==> config.mk <==
export PLATFORM = sky130hd
export DESIGN_NAME = wb_arbiter
export DESIGN_NICKNAME = d
export VERILOG_FILES = /design/src/rtl/riscv_structures.sv /design/src/rtl/wb_fifo.sv /design/src/rtl/wb_arbiter.sv
export SDC_FILE = /design/constraint.sdc
export NUM_CORES = 1
export LEC_CHECK = 0
export CORE_ASPECT_RATIO = 0.7
export CORE_MARGIN = 1.5
export CORE_UTILIZATION = 35
export DETAILED_ROUTE_END_ITERATION = 12
export GPL_ROUTABILITY_DRIVEN = 0
export PLACE_DENSITY = 0.6
export SETUP_SLACK_MARGIN = 0.5
export SLEW_MARGIN = 10
export SYNTH_ARGS = -nofsm -noshare
export SYNTH_HDL_FRONTEND = slang
export SYNTH_HIERARCHICAL = 1
export SYNTH_SLANG_ARGS = --single-unit
==> constraint.sdc <==
create_clock -name clk -period 2.2 [get_ports clk]
set_input_delay 0.55 -clock clk [delete_from_list [all_inputs] [get_ports clk]]
set_output_delay 0.55 -clock clk [all_outputs]
set_load 0.02 [all_outputs]
==> src/rtl/riscv_structures.sv <==
// Shared types for the write-back path: register-file write entry and the x0 alias.
// No logic, no latency.
// No flow control of its own.
package riscv_structures;

  // Register index that is hardwired to zero; writes to it are discarded.
  localparam logic [4:0] REG_ZERO = 5'd0;

  // One pending register-file write: destination and value.
  typedef struct packed {
    logic [4:0]  rd;
    logic [31:0] data;
  } wb_entry_t;

endpackage

==> src/rtl/wb_fifo.sv <==
// Small circular buffer holding mul/div write-back entries in arrival order.
// Latency: an entry pushed at edge N is visible at the head after that edge; no push-to-pop bypass.
// Backpressure: push is ignored when full (even if popping), pop is ignored when empty.
module wb_fifo
  import riscv_structures::*;
#(
  parameter int DEPTH = 4
) (
  input  logic                       clk,
  input  logic                       rst_n,
  input  logic                       push,
  input  wb_entry_t                  push_dat,
  input  logic                       pop,
  output wb_entry_t                  head,
  output logic                       full,
  output logic                       empty,
  output logic [$clog2(DEPTH):0]     count
);

  localparam int AW = $clog2(DEPTH);
  localparam logic [AW:0] CNT_FULL = (AW + 1)'(DEPTH);

  wb_entry_t     mem [DEPTH];
  logic [AW-1:0] wr_ptr;
  logic [AW-1:0] rd_ptr;
  logic          push_ok;
  logic          pop_ok;

  assign full    = (count == CNT_FULL);
  assign empty   = (count == '0);
  assign push_ok = push && !full;
  assign pop_ok  = pop && !empty;
  assign head    = mem[rd_ptr];

  // Storage array; contents need no reset because count gates visibility.
  always_ff @(posedge clk) begin
    if (push_ok) begin
      mem[wr_ptr] <= push_dat;
    end
  end

  // Pointers wrap naturally at the power-of-two depth; count tracks occupancy.
  always_ff @(posedge clk or negedge rst_n) begin
    if (!rst_n) begin
      wr_ptr <= '0;
      rd_ptr <= '0;
      count  <= '0;
    end else begin
      if (push_ok) begin
        wr_ptr <= wr_ptr + 1'b1;
      end
      if (pop_ok) begin
        rd_ptr <= rd_ptr + 1'b1;
      end
      case ({push_ok, pop_ok})
        2'b10:   count <= count + 1'b1;
        2'b01:   count <= count - 1'b1;
        default: count <= count;
      endcase
    end
  end

endmodule

==> src/rtl/wb_arbiter.sv <==
// Owns the register-file write port: ALU results first, buffered mul/div results otherwise; tracks in-flight mul/div destinations.
// Latency: ALU result on rf_* one cycle after alu_valid; mul/div entry at earliest two cycles after its push.
// Backpressure: md_ready drops when the FIFO is full; ALU is always accepted and may starve the FIFO.
module wb_arbiter
  import riscv_structures::*;
#(
  parameter int DEPTH = 4
) (
  input  logic        clk,
  input  logic        rst_n,
  input  logic        alu_valid,
  input  logic [4:0]  alu_rd,
  input  logic [31:0] alu_data,
  input  logic        md_valid,
  output logic        md_ready,
  input  logic [4:0]  md_rd,
  input  logic [31:0] md_data,
  input  logic        issue_valid,
  input  logic [4:0]  issue_rd,
  input  logic [4:0]  q_rs1,
  input  logic [4:0]  q_rs2,
  output logic        busy1,
  output logic        busy2,
  output logic [4:0]  rf_a3,
  output logic        rf_we3,
  output logic [31:0] rf_wd
);

  localparam int AW = $clog2(DEPTH);
  localparam logic [AW:0] CNT_FULL = (AW + 1)'(DEPTH);

  wb_entry_t   md_entry;
  wb_entry_t   md_head;
  logic        md_full;
  logic        md_empty;
  logic [AW:0] md_count;
  logic        md_push;
  logic        md_pop;
  logic        alu_win;
  logic        head_writes;
  logic [31:0] pending;
  logic [31:0] pending_nxt;

  assign md_entry    = '{rd: md_rd, data: md_data};
  assign md_ready    = (md_count != CNT_FULL);
  assign md_push     = md_valid && !md_full;

  // An ALU write to x0 is dropped and leaves the port free for the FIFO.
  assign alu_win     = alu_valid && (alu_rd != REG_ZERO);
  assign md_pop      = !alu_win && !md_empty;
  assign head_writes = (md_head.rd != REG_ZERO);

  wb_fifo #(
    .DEPTH (DEPTH)
  ) u_md_fifo (
    .clk      (clk),
    .rst_n    (rst_n),
    .push     (md_push),
    .push_dat (md_entry),
    .pop      (md_pop),
    .head     (md_head),
    .full     (md_full),
    .empty    (md_empty),
    .count    (md_count)
  );

  // Registered write port: ALU beats FIFO; address/data hold when nothing is selected.
  always_ff @(posedge clk or negedge rst_n) begin
    if (!rst_n) begin
      rf_we3 <= 1'b0;
      rf_a3  <= REG_ZERO;
      rf_wd  <= '0;
    end else if (alu_win) begin
      rf_we3 <= 1'b1;
      rf_a3  <= alu_rd;
      rf_wd  <= alu_data;
    end else if (md_pop) begin
      rf_we3 <= head_writes;
      rf_a3  <= md_head.rd;
      rf_wd  <= md_head.data;
    end else begin
      rf_we3 <= 1'b0;
    end
  end

  // Scoreboard next state: clear on a real pop, then set on issue so a same-cycle set wins.
  always_comb begin
    pending_nxt = pending;
    if (md_pop && head_writes) begin
      pending_nxt[md_head.rd] = 1'b0;
    end
    if (issue_valid && (issue_rd != REG_ZERO)) begin
      pending_nxt[issue_rd] = 1'b1;
    end
    pending_nxt[0] = 1'b0;
  end

  // Scoreboard register.
  always_ff @(posedge clk or negedge rst_n) begin
    if (!rst_n) begin
      pending <= '0;
    end else begin
      pending <= pending_nxt;
    end
  end

  // Hazard lookup straight from the register; a pop this cycle is not bypassed.
  assign busy1 = pending[q_rs1];
  assign busy2 = pending[q_rs2];

endmodule

# Word level (Yosys, flattened, before mapping)
# Memory sizes are Yosys's and may differ from the RTL's.
# Index checks and enable logic that the tools add are counted.
[word_totals]
register_bits = 76
word_cells = 62
mem_count = 1
out_inout_bits = 41
mem_bits_rw = 148
[op_classes]
eq_ne = 4
n_reduce_logical = 18
bitwise = 3
n_lt_le_gt_ge = 6
add_sub_neg = 4
n_mux = 19
[mem_list]
columns = ["name", "words", "width", "rd", "rd_ports_with_merged_regs", "write_ports", "line", "text"]
rows = [
  ["u_md_fifo.mem", 4, 37, 1, 0, 1, "wb_fifo.sv:23", "wb_entry_t mem [DEPTH];"],
]
[ops]
columns = ["cell", "n"]
rows = [
  ["32-bit 2-to-1 mux", 4],
  ["32-bit bitwise AND", 1],
  ["32-bit inverter", 1],
  ["32-bit OR", 1],
  ["5-bit by 6-bit less-than comparator with 1-bit output, second input constant", 4],
  ["5-bit nonzero test", 3],
  ["1-bit binary-select mux with 5-bit select", 2],
  ["1-bit demux with 5-bit select", 2],
  ["5-bit by 1-bit greater-or-equal comparator with 1-bit output, second input constant", 2],
  ["5-bit 2-to-1 mux", 2],
  ["1-bit logical AND", 9],
  ["1-bit 2-to-1 mux", 8],
  ["3-bit one-hot mux with 2 select lines", 1],
  ["2-bit by 1-bit adder with 2-bit output, second input constant", 2],
  ["2-bit nonzero test", 2],
  ["3-bit by 1-bit adder with 3-bit output, second input constant", 1],
  ["3-bit equality test, second input constant", 1],
  ["1-bit zero test", 3],
  ["3-bit zero test", 1],
  ["3-bit != test, second input constant", 1],
  ["3-bit by 1-bit subtractor with 3-bit output, second input constant", 1],
  ["2-bit by 1-bit equality test with 1-bit output, second input constant", 1],
  ["2-bit equality test, second input constant", 1],
]

# Depth between registers and ports, before layout
# Gate-level depths: netlist (run 1).
# An unclocked memory read counts as a cell.
[depth]
word_depth = 10
ltp_mapped = 12
depth_no_buf = 10

# Hierarchy
# Netlist (run 1), hierarchy kept.
[modules_own_cells]
columns = ["mod", "seq_area_each_um2", "area_each_um2", "cells_per_inst", "instances"]
rows = [
  ["wb_fifo", 4619.4, 5754.3, 231, 1],
  ["wb_arbiter", 1726.7, 3718.6, 375, 1],
]

# Worst setup path before layout (run 1)
# OpenSTA, ideal clock, no wires.
[synth_timing]
path_kind = "in2reg"
startpoint = "input alu_rd[2]"
endpoint = "register u_md_fifo.count[2]"
path_stages = 12
setup_ns = 0.079
arrival_time_ns = 2.839
setup_slack_ns = -0.718
n_path_buf = 2
path_cell_list = "or4_1 -> o21a_1 -> buf_6 -> clkbuf_1 -> nor2_1 -> o31a_1 -> ha_1 -> inv_1 -> fa_1 -> xor2_1 -> nor2_1 -> xor2_1"
[synth_via]
elab_chain_cells = 7
[synth_rtl]
columns = ["item", "line", "text"]
rows = [
  ["start, declared", "wb_arbiter.sv:12", "input logic [4:0] alu_rd,"],
  ["5-bit nonzero test (*)", "wb_arbiter.sv:49", "assign alu_win = alu_valid && (alu_rd != REG_ZERO);"],
  ["1-bit logical AND (*)", "wb_arbiter.sv:49", ""],
  ["1-bit zero test (*)", "wb_arbiter.sv:50", "assign md_pop = !alu_win && !md_empty;"],
  ["1-bit logical AND (*)", "wb_arbiter.sv:50", ""],
  ["via md_pop", "wb_arbiter.sv:38", "logic md_pop;"],
  ["1-bit logical AND (*)", "wb_fifo.sv:32", "assign pop_ok = pop && !empty;"],
  ["via u_md_fifo.pop_ok", "wb_fifo.sv:27", "logic pop_ok;"],
  ["2-bit by 1-bit equality test with 1-bit output or 2-bit equality test (tied branches)", "wb_fifo.sv:55", "case ({push_ok, pop_ok})"],
  ["3-bit one-hot mux with 2 select lines or 2-bit nonzero test (tied branches)", "--", ""],
  ["end signal, assigned", "wb_fifo.sv:56", "2'b10: count <= count + 1'b1;"],
  ["end signal, assigned", "wb_fifo.sv:57", "2'b01: count <= count - 1'b1;"],
  ["end signal, assigned", "wb_fifo.sv:58", "default: count <= count;"],
  ["end, declared", "wb_fifo.sv:17", "output logic [$clog2(DEPTH):0] count"],
]
# Mark *: on every way through the listed nets, which the timed path passes. The rest lies on a longest branch.
# A chain may end at the register's enable or synchronous reset.

# Final worst setup path (run 1)
[layout_timing]
startpoint = "input q_rs2[2]"
endpoint = "output busy2"
[layout_via]
elab_chain_cells = 2
[layout_rtl]
columns = ["item", "line", "text"]
rows = [
  ["start, declared", "wb_arbiter.sv:21", "input logic [4:0] q_rs2,"],
  ["1-bit binary-select mux with 5-bit select", "wb_arbiter.sv:109", "assign busy2 = pending[q_rs2];"],
  ["1-bit 2-to-1 mux (not written as such)", "wb_arbiter.sv:109", ""],
  ["end, declared", "wb_arbiter.sv:23", "output logic busy2,"],
]
# No other way between the ends. The select of a mux whose other input is x is not followed.

==> results by group, run 1 <==
Timing
  • Period minus WS final: 2520 ps
  • Final hold slack: 330 ps
  • Final setup TNS: -620 ps
  • Fin. max-slew vios: 0
  • F_max: 0.398 GHz
  • Final setup fails: 3
  • Least-Margin Pin Slew: 610 ps
  • Fin crit share: 114%
  • PnR worst setup slack: -316 ps
  • Final Hold Fails: 0
  • Setup Skew: 9.44 ps
  • RSZ-0062 raised after global routing: yes
  • Rel. slew slack: 59.3%

Drt
  • Vias post-DR: 6468
  • Drt drc: 0
  • WL per Instance: 20.3 um
  • Antenna Nets Post-Route: 0
  • Initial DRC Count: 486
  • DRT Wirelength: 25600 um
  • Via-to-Cell Ratio: 5.13
  • Pre-Repair DR Iteration Count: 4

Die
  • Top-level port count: 135
  • CORE AREA: 0.0267 sq mm
  • Die H: 141 um
  • Chip Width: 200 um
  • Starting Density: 35.5%
  • Rows: 50
  • Die area: 0.0281 sq mm

Synthesis
  • Count of mapped cells out of synthesis: 606
  • Synth warn: 6
  • Seq/Total Area, Yosys: 67.0%
  • Syn Area/Cell: 15.6 sq um
  • Netlist cell types: 39
  • Largest cells by area after synthesis: edfxtp_1 (47%), dfrtp_1 (20%), mux4_2 (10%)
  • Top cell type's share of synthesized area: 46.9%
  • Post-synth EDFFs: 148
  • Async SR Flop Fraction: 33.9%
  • #FFs+latches synth: 224
  • Cell taking the most area after synthesis: edfxtp_1
  • Mapped cell area: 0.00947 sq mm
  • Syn nets: 706
  • Synth Flop Type: edfxtp_1

Pwr
  • Internal power: 13.4 mW
  • Leak pwr: 5.39 nW
  • PwrDens: 1400 mW/mm^2
  • Sw Pwr: 6.74 mW
  • Clock power frac: 21.8%
  • Comb pwr share: 46.1%
  • Total Power: 20.1 mW
  • IR drop worst, VDD: 0.000626 V
  • Sw Share: 33.5%
  • Flop pwr share: 32.1%

Clocking
  • Clk pin slew, worst setup/hold paths: 60 ps
  • Bufs on Longest Clock Path: 3
  • TritonCTS clock tree: yes
  • Clock latency on the worst-skew pair: 510 ps
  • H-Tree Depth: 1
  • CTS Sinks: 224
  • CTS Buf Count: 24
  • Root buffer cell: clkbuf_16

Run status
  • Violated checks: negative setup slack
  • Outcome: complete, but fails checks

Layout
  • Post-layout util: 53.9%
  • Total Nets Final: 978
  • Layout cells sized above 1: 40.2%
  • Most frequent cells in the layout: edfxtp_1 (148), clkdlybuf4s50_1 (82), dfrtp_1 (71)
  • Most common cell after layout, fill and taps aside: edfxtp_1
  • # diodes: 0
  • P&R area growth vs syn: 51.7%
  • Non-filler cells, final: 1260
  • Fillers: 2088

Flow run
  • Maxcap violations: 0

Global route
  • All-Layer GR Usage: 17.8%
  • Gr ovfl total: 0
  • Initial antenna violation count: 0
  • First-pass GRT wire length: 38400 um
  • Vias in the first global route: 6650
  • Pin count of the biggest net entering global routing: 102

Critical path
  • R2R Path End: pending[8]
  • CP required: 1650 ps
  • Crit end category: output port
  • WS Path Type: primary input to output port
  • Critical Path Start Type: primary input
  • RR Startpoint: u_md_fifo/rd_ptr[0]
  • Worst EP arrival: 1970 ps
  • Crit Path Max Fanout: 9
  • FF-to-FF path depth: 6
  • Critical Path Source: q_rs2[2]
  • R2r setup slk: 70 ps

Worst hold path
  • Worst Hold Launch: alu_rd[0]
  • Hold WC Path Type: primary input to flop
  • Hold EP: rf_a3[0]
  • WHS Path Cells: 3

Place
  • Post-DP HPWL: 15800 um
  • Post-placement cell count: 1133
  • Input/output buffers: 134
==> power groups by stage <==
stage	combinational [mW]	clock [mW]	sequential, mW
2_1_floorplan	3.52	0	6.56
3_3_place_gp	5.87	0	6.40
3_5_place_dp	6.00	0	6.46
4_1_cts	7.98	4.46	6.39
5_1_grt	9.80	4.63	6.57
6_report	9.26	4.39	6.45
==> kinds of logic (layout without fill, tap and decap cells) <==
logic type                 Yosys count  count (layout)  share of synthesized area [%]
DFF                                224             224                           67.0
buffers and inverters               44             334                           2.30
adders and majority gates            6               6                          0.872
AOI/OAI and AO/OA                  120             120                           7.90
and+or+nand+nor                    108             108                           5.34
xor gates and xnor gates             6               6                          0.555
muxes                               98              98                           16.0
==> layout make-up <==
class | instances | area (sq um) | share of cell area (%)
sequential | 224 | 6350 | 44.2
inverter | 10 | 41.3 | 0.287
timing repair buffer | 280 | 3070 | 21.4
clock inverter | 17 | 221 | 1.54
tap | 364 | 455 | 3.17
multi-input combinational | 338 | 3580 | 24.9
clock buffer | 27 | 653 | 4.54
==> Yosys cell counts (6+ instances only) <==
library cell    n
edfxtp_1      148
dfrtp_1        76
o21ai_0        60
mux2i_1        54
nand2_1        54
mux4_2         43
o31ai_1        23
clkbuf_1       18
o41ai_1        15
nand3_1        14
nor2b_1        11
nor2_1         10
a21oi_1         8
inv_1           8
buf_2           6
nand2b_1        6
==> per-stage QoR <==
step	worst slack, ps	cell area (sq um)
6_report	-316	14400
5_1_grt	-370	14400
4_1_cts	-298	13700
3_5_place_dp	-899	11900
3_3_place_gp	-884	11900
2_1_floorplan	-646	9730
==> how the worst max path moves through the flow <==
stage                               to  slack [ps]  depth (start not counted)
CTS                              busy2        -300                          5
finish                           busy2        -320                          7
global route                     busy2        -370                          5
detailed placement               busy2        -900                          6
floorplan           u_md_fifo/count[2]        -650                         12
global placement    u_md_fifo/count[2]        -880                         11
==> timing repair <==
| action | in CTS | in global routing |
|---|---|---|
| pin swaps | 27 | 32 |
| hold buffers | 1 | 0 |
| buffers inserted | 42 | 26 |
| setup endpoints to repair | 214 | 225 |
| gates resized for setup | 342 | 75 |
| cloned | 10 | 4 |
| endpoints found under the hold margin | 18 | 0 |
==> critical path, stage by stage <==
cell and delay (ps):
clkdlybuf4s50_1 500, buf_12 150, mux2i_1 80, a22oi_1 290, nand3_1 120, nand4_1 110, buf_2 170
==> registers in the layout, summed over array words and instances (netlist names) <==
name / count
rf_a3: 5
u_md_fifo/wr_ptr: 2
u_md_fifo/mem: 148
rf_wd: 32
u_md_fifo/rd_ptr: 2
u_md_fifo/count: 3
rf_we3: 1
pending: 31
==> routing by layer <==
layer	vias to the layer above	global-route usage (%)	share of wire [%]
met5	-	0	0
met4	0	3.21	1.5
li1	2927	-	-
met3	31	2.75	4.8
met1	3337	26.3	47
met2	173	28.2	47
(Power assumes the default switching activity.)
==> run 2, diff against run 1 <==
Settings changed: CORE_ASPECT_RATIO 0.7 to not set, PLACE_DENSITY 0.6 to 0.58.
Clock period 2.2 ns to 2.36 ns, I/O delays scaled along.
==> results by group, run 2 (synthesized netlist as in run 1, its figures left out) <==
Run status
  • Outcome: complete, but fails checks
  • Violated checks: negative setup slack

Die
  • Chip Width: 168 um (-16%)
  • Rows: 60 (+20%)
  • CORE AREA: 0.0267 sq mm (+0.28%)
  • Die area: 0.0281 sq mm (about the same)
  • Die H: 168 um (+19%)
  • Starting Density: 35.4% (-0.10 points)
  • Top-level port count: 135 (unchanged)

Layout
  • Most common cell after layout, fill and taps aside: edfxtp_1
  • Largest register FFs: 148 (unchanged)
  • Storage cell area: 0.00635 sq mm (unchanged)
  • Total Nets Final: 920 (-5.9%)
  • Most frequent cells in the layout: edfxtp_1 (148), clkdlybuf4s50_1 (82), dfrtp_1 (71)
  • P&R area growth vs syn: 41.9%
  • Layout cells sized above 1: 30.1% (-10 points)
  • Fillers: 2210 (+5.8%)
  • Multi-input logic area: 0.00350 sq mm (-2.1%)
  • Most flops, register: u_md_fifo/mem
  • Top flop regs: u_md_fifo/mem x148, rf_wd x32, pending x31
  • Non-filler cells, final: 1180 (-6.3%)

Clocking
  • Clock latency on the worst-skew pair: 500 ps (about the same)
  • H-Tree Depth: 1 (unchanged)
  • CTS Sinks: 224 (unchanged)
  • Clk pin slew, worst setup/hold paths: 60 ps (about the same)
  • TritonCTS clock tree: yes
  • Root buffer cell: clkbuf_16
  • Bufs on Longest Clock Path: 3 (unchanged)
  • CTS Buf Count: 25 (+4.2%)

Timing
  • Final hold slack: 317 ps (-13.2 ps)
  • Period minus WS final: 2540 ps
  • Final Hold Fails: 0 (unchanged)
  • Rel. slew slack: 63.7% (+4.4 points)
  • Least-Margin Pin Slew: 544 ps (-66.0 ps)
  • RSZ-0062 raised after global routing: yes
  • Final setup fails: 2 (-1)
  • Fin crit share: 108%
  • Fin. max-slew vios: 0 (unchanged)
  • F_max: 0.394 GHz
  • PnR worst setup slack: -181 ps (+135 ps)
  • Setup Skew: 7.56 ps (-1.88 ps)

Pwr
  • Total Power: 17.0 mW (-15%)
  • IR drop worst, VDD: 0.000640 V (+2.1%)
  • PwrDens: 1260 mW/mm^2 (-9.6%)
  • Leak pwr: 4.92 nW (-8.7%)

Drt
  • DRT Wirelength: 23700 um (-7.2%)
  • Via-to-Cell Ratio: 5.17 (+0.72%)
  • Antenna Nets Post-Route: 0 (unchanged)
  • Drt drc: 0 (unchanged)
  • Vias post-DR: 6101 (-5.7%)
  • Initial DRC Count: 372 (-23%)
  • WL per Instance: 20.1 um (-0.96%)
  • Pre-Repair DR Iteration Count: 5 (+1)

Place
  • Post-DP HPWL: 15800 um (+0.20%)
  • Post-placement cell count: 1091 (-3.7%)
  • Input/output buffers: 134 (unchanged)

Global route
  • Gr ovfl total: 0 (unchanged)
  • All-Layer GR Usage: 17.2% (-0.66 points)
  • First-pass GRT wire length: 37400 um (-2.7%)
  • Pin count of the biggest net entering global routing: 102 (unchanged)
  • Vias in the first global route: 6662 (+0.18%)
  • Initial antenna violation count: 3 (+3)

Critical path
  • Worst EP arrival: 1950 ps (-20 ps)
  • CP required: 1770 ps (+120 ps)
  • Crit end category: output port
  • WS Path Type: flop to output port
  • Critical Path Start Type: flop
  • Crit Path Max Fanout: 3 (-6)

Worst hold path
  • Hold WC Path Type: primary input to flop

Flow run
  • Maxcap violations: 0 (unchanged)
run 2: critical path, cell delays in order (launching register included):
cell and delay (ps):
dfrtp_1 430, mux4_2 480, o2111ai_1 210, nand4_1 140
buf_4 180
run 2: metrics by stage:
step / worst slack (ps) / setup TNS (ps) / util [%] / instance area, sq um
detailed placement: -857 / -34100 / 43.9 / 11700
global placement: -798 / -27020 / 43.9 / 11700
global route: -285 / -519 / 50.3 / 13400
floorplan: -526 / -975 / - / 9730
CTS: -197 / -371 / 48.6 / 13000
finish: -181 / -328 / 50.3 / 13400
run 2: per-layer routing:
metal	global-route usage (%)	routed length (um)
met2	29.1	11700
met5	0	33
met1	22.3	9970
met3	4.07	1690
met4	4.27	369
run 2: final cells by class:
| cell class | instances | share of cell area (%) |
|---|---|---|
| antenna | 1 | 0.0186 |
| tap | 341 | 3.18 |
| clock buffer | 30 | 4.87 |
| clock inverter | 15 | 0.996 |
| multi-input combinational | 338 | 26.1 |
| inverter | 10 | 0.354 |
| timing repair buffer | 221 | 17.3 |
| sequential | 224 | 47.3 |
run 2: worst paths after layout:
check,slack (ps),cells past startpoint,to,from
min in group asynchronous,520,2,rf_a3[2],rst_n
setup reg to reg,200,8,pending[8],u_md_fifo/rd_ptr[0]
setup / recovery,-180,4,busy2,pending[19]
hold / removal,320,3,rf_a3[1],alu_rd[1]
max in group asynchronous,1220,3,rf_wd[16],rst_n
hold reg to reg,570,1,u_md_fifo/count[2],u_md_fifo/count[2]
run 2: power breakdown:
part           total, mW  internal (mW)  switching [mW]
sequential          6.03           5.35           0.681
combinational       7.25           3.61            3.64
clock               3.71           2.20            1.51
run 2: what timing repair did:
| action | CTS | global route |
|---|---|---|
| hold buffers | 1 | 0 |
| endpoints found under the hold margin | 16 | 0 |
| buffers inserted | 27 | 14 |
| gates cloned | 0 | 1 |
| pin swaps | 31 | 25 |
| setup endpoints to repair | 115 | 78 |
| resized for setup | 149 | 59 |
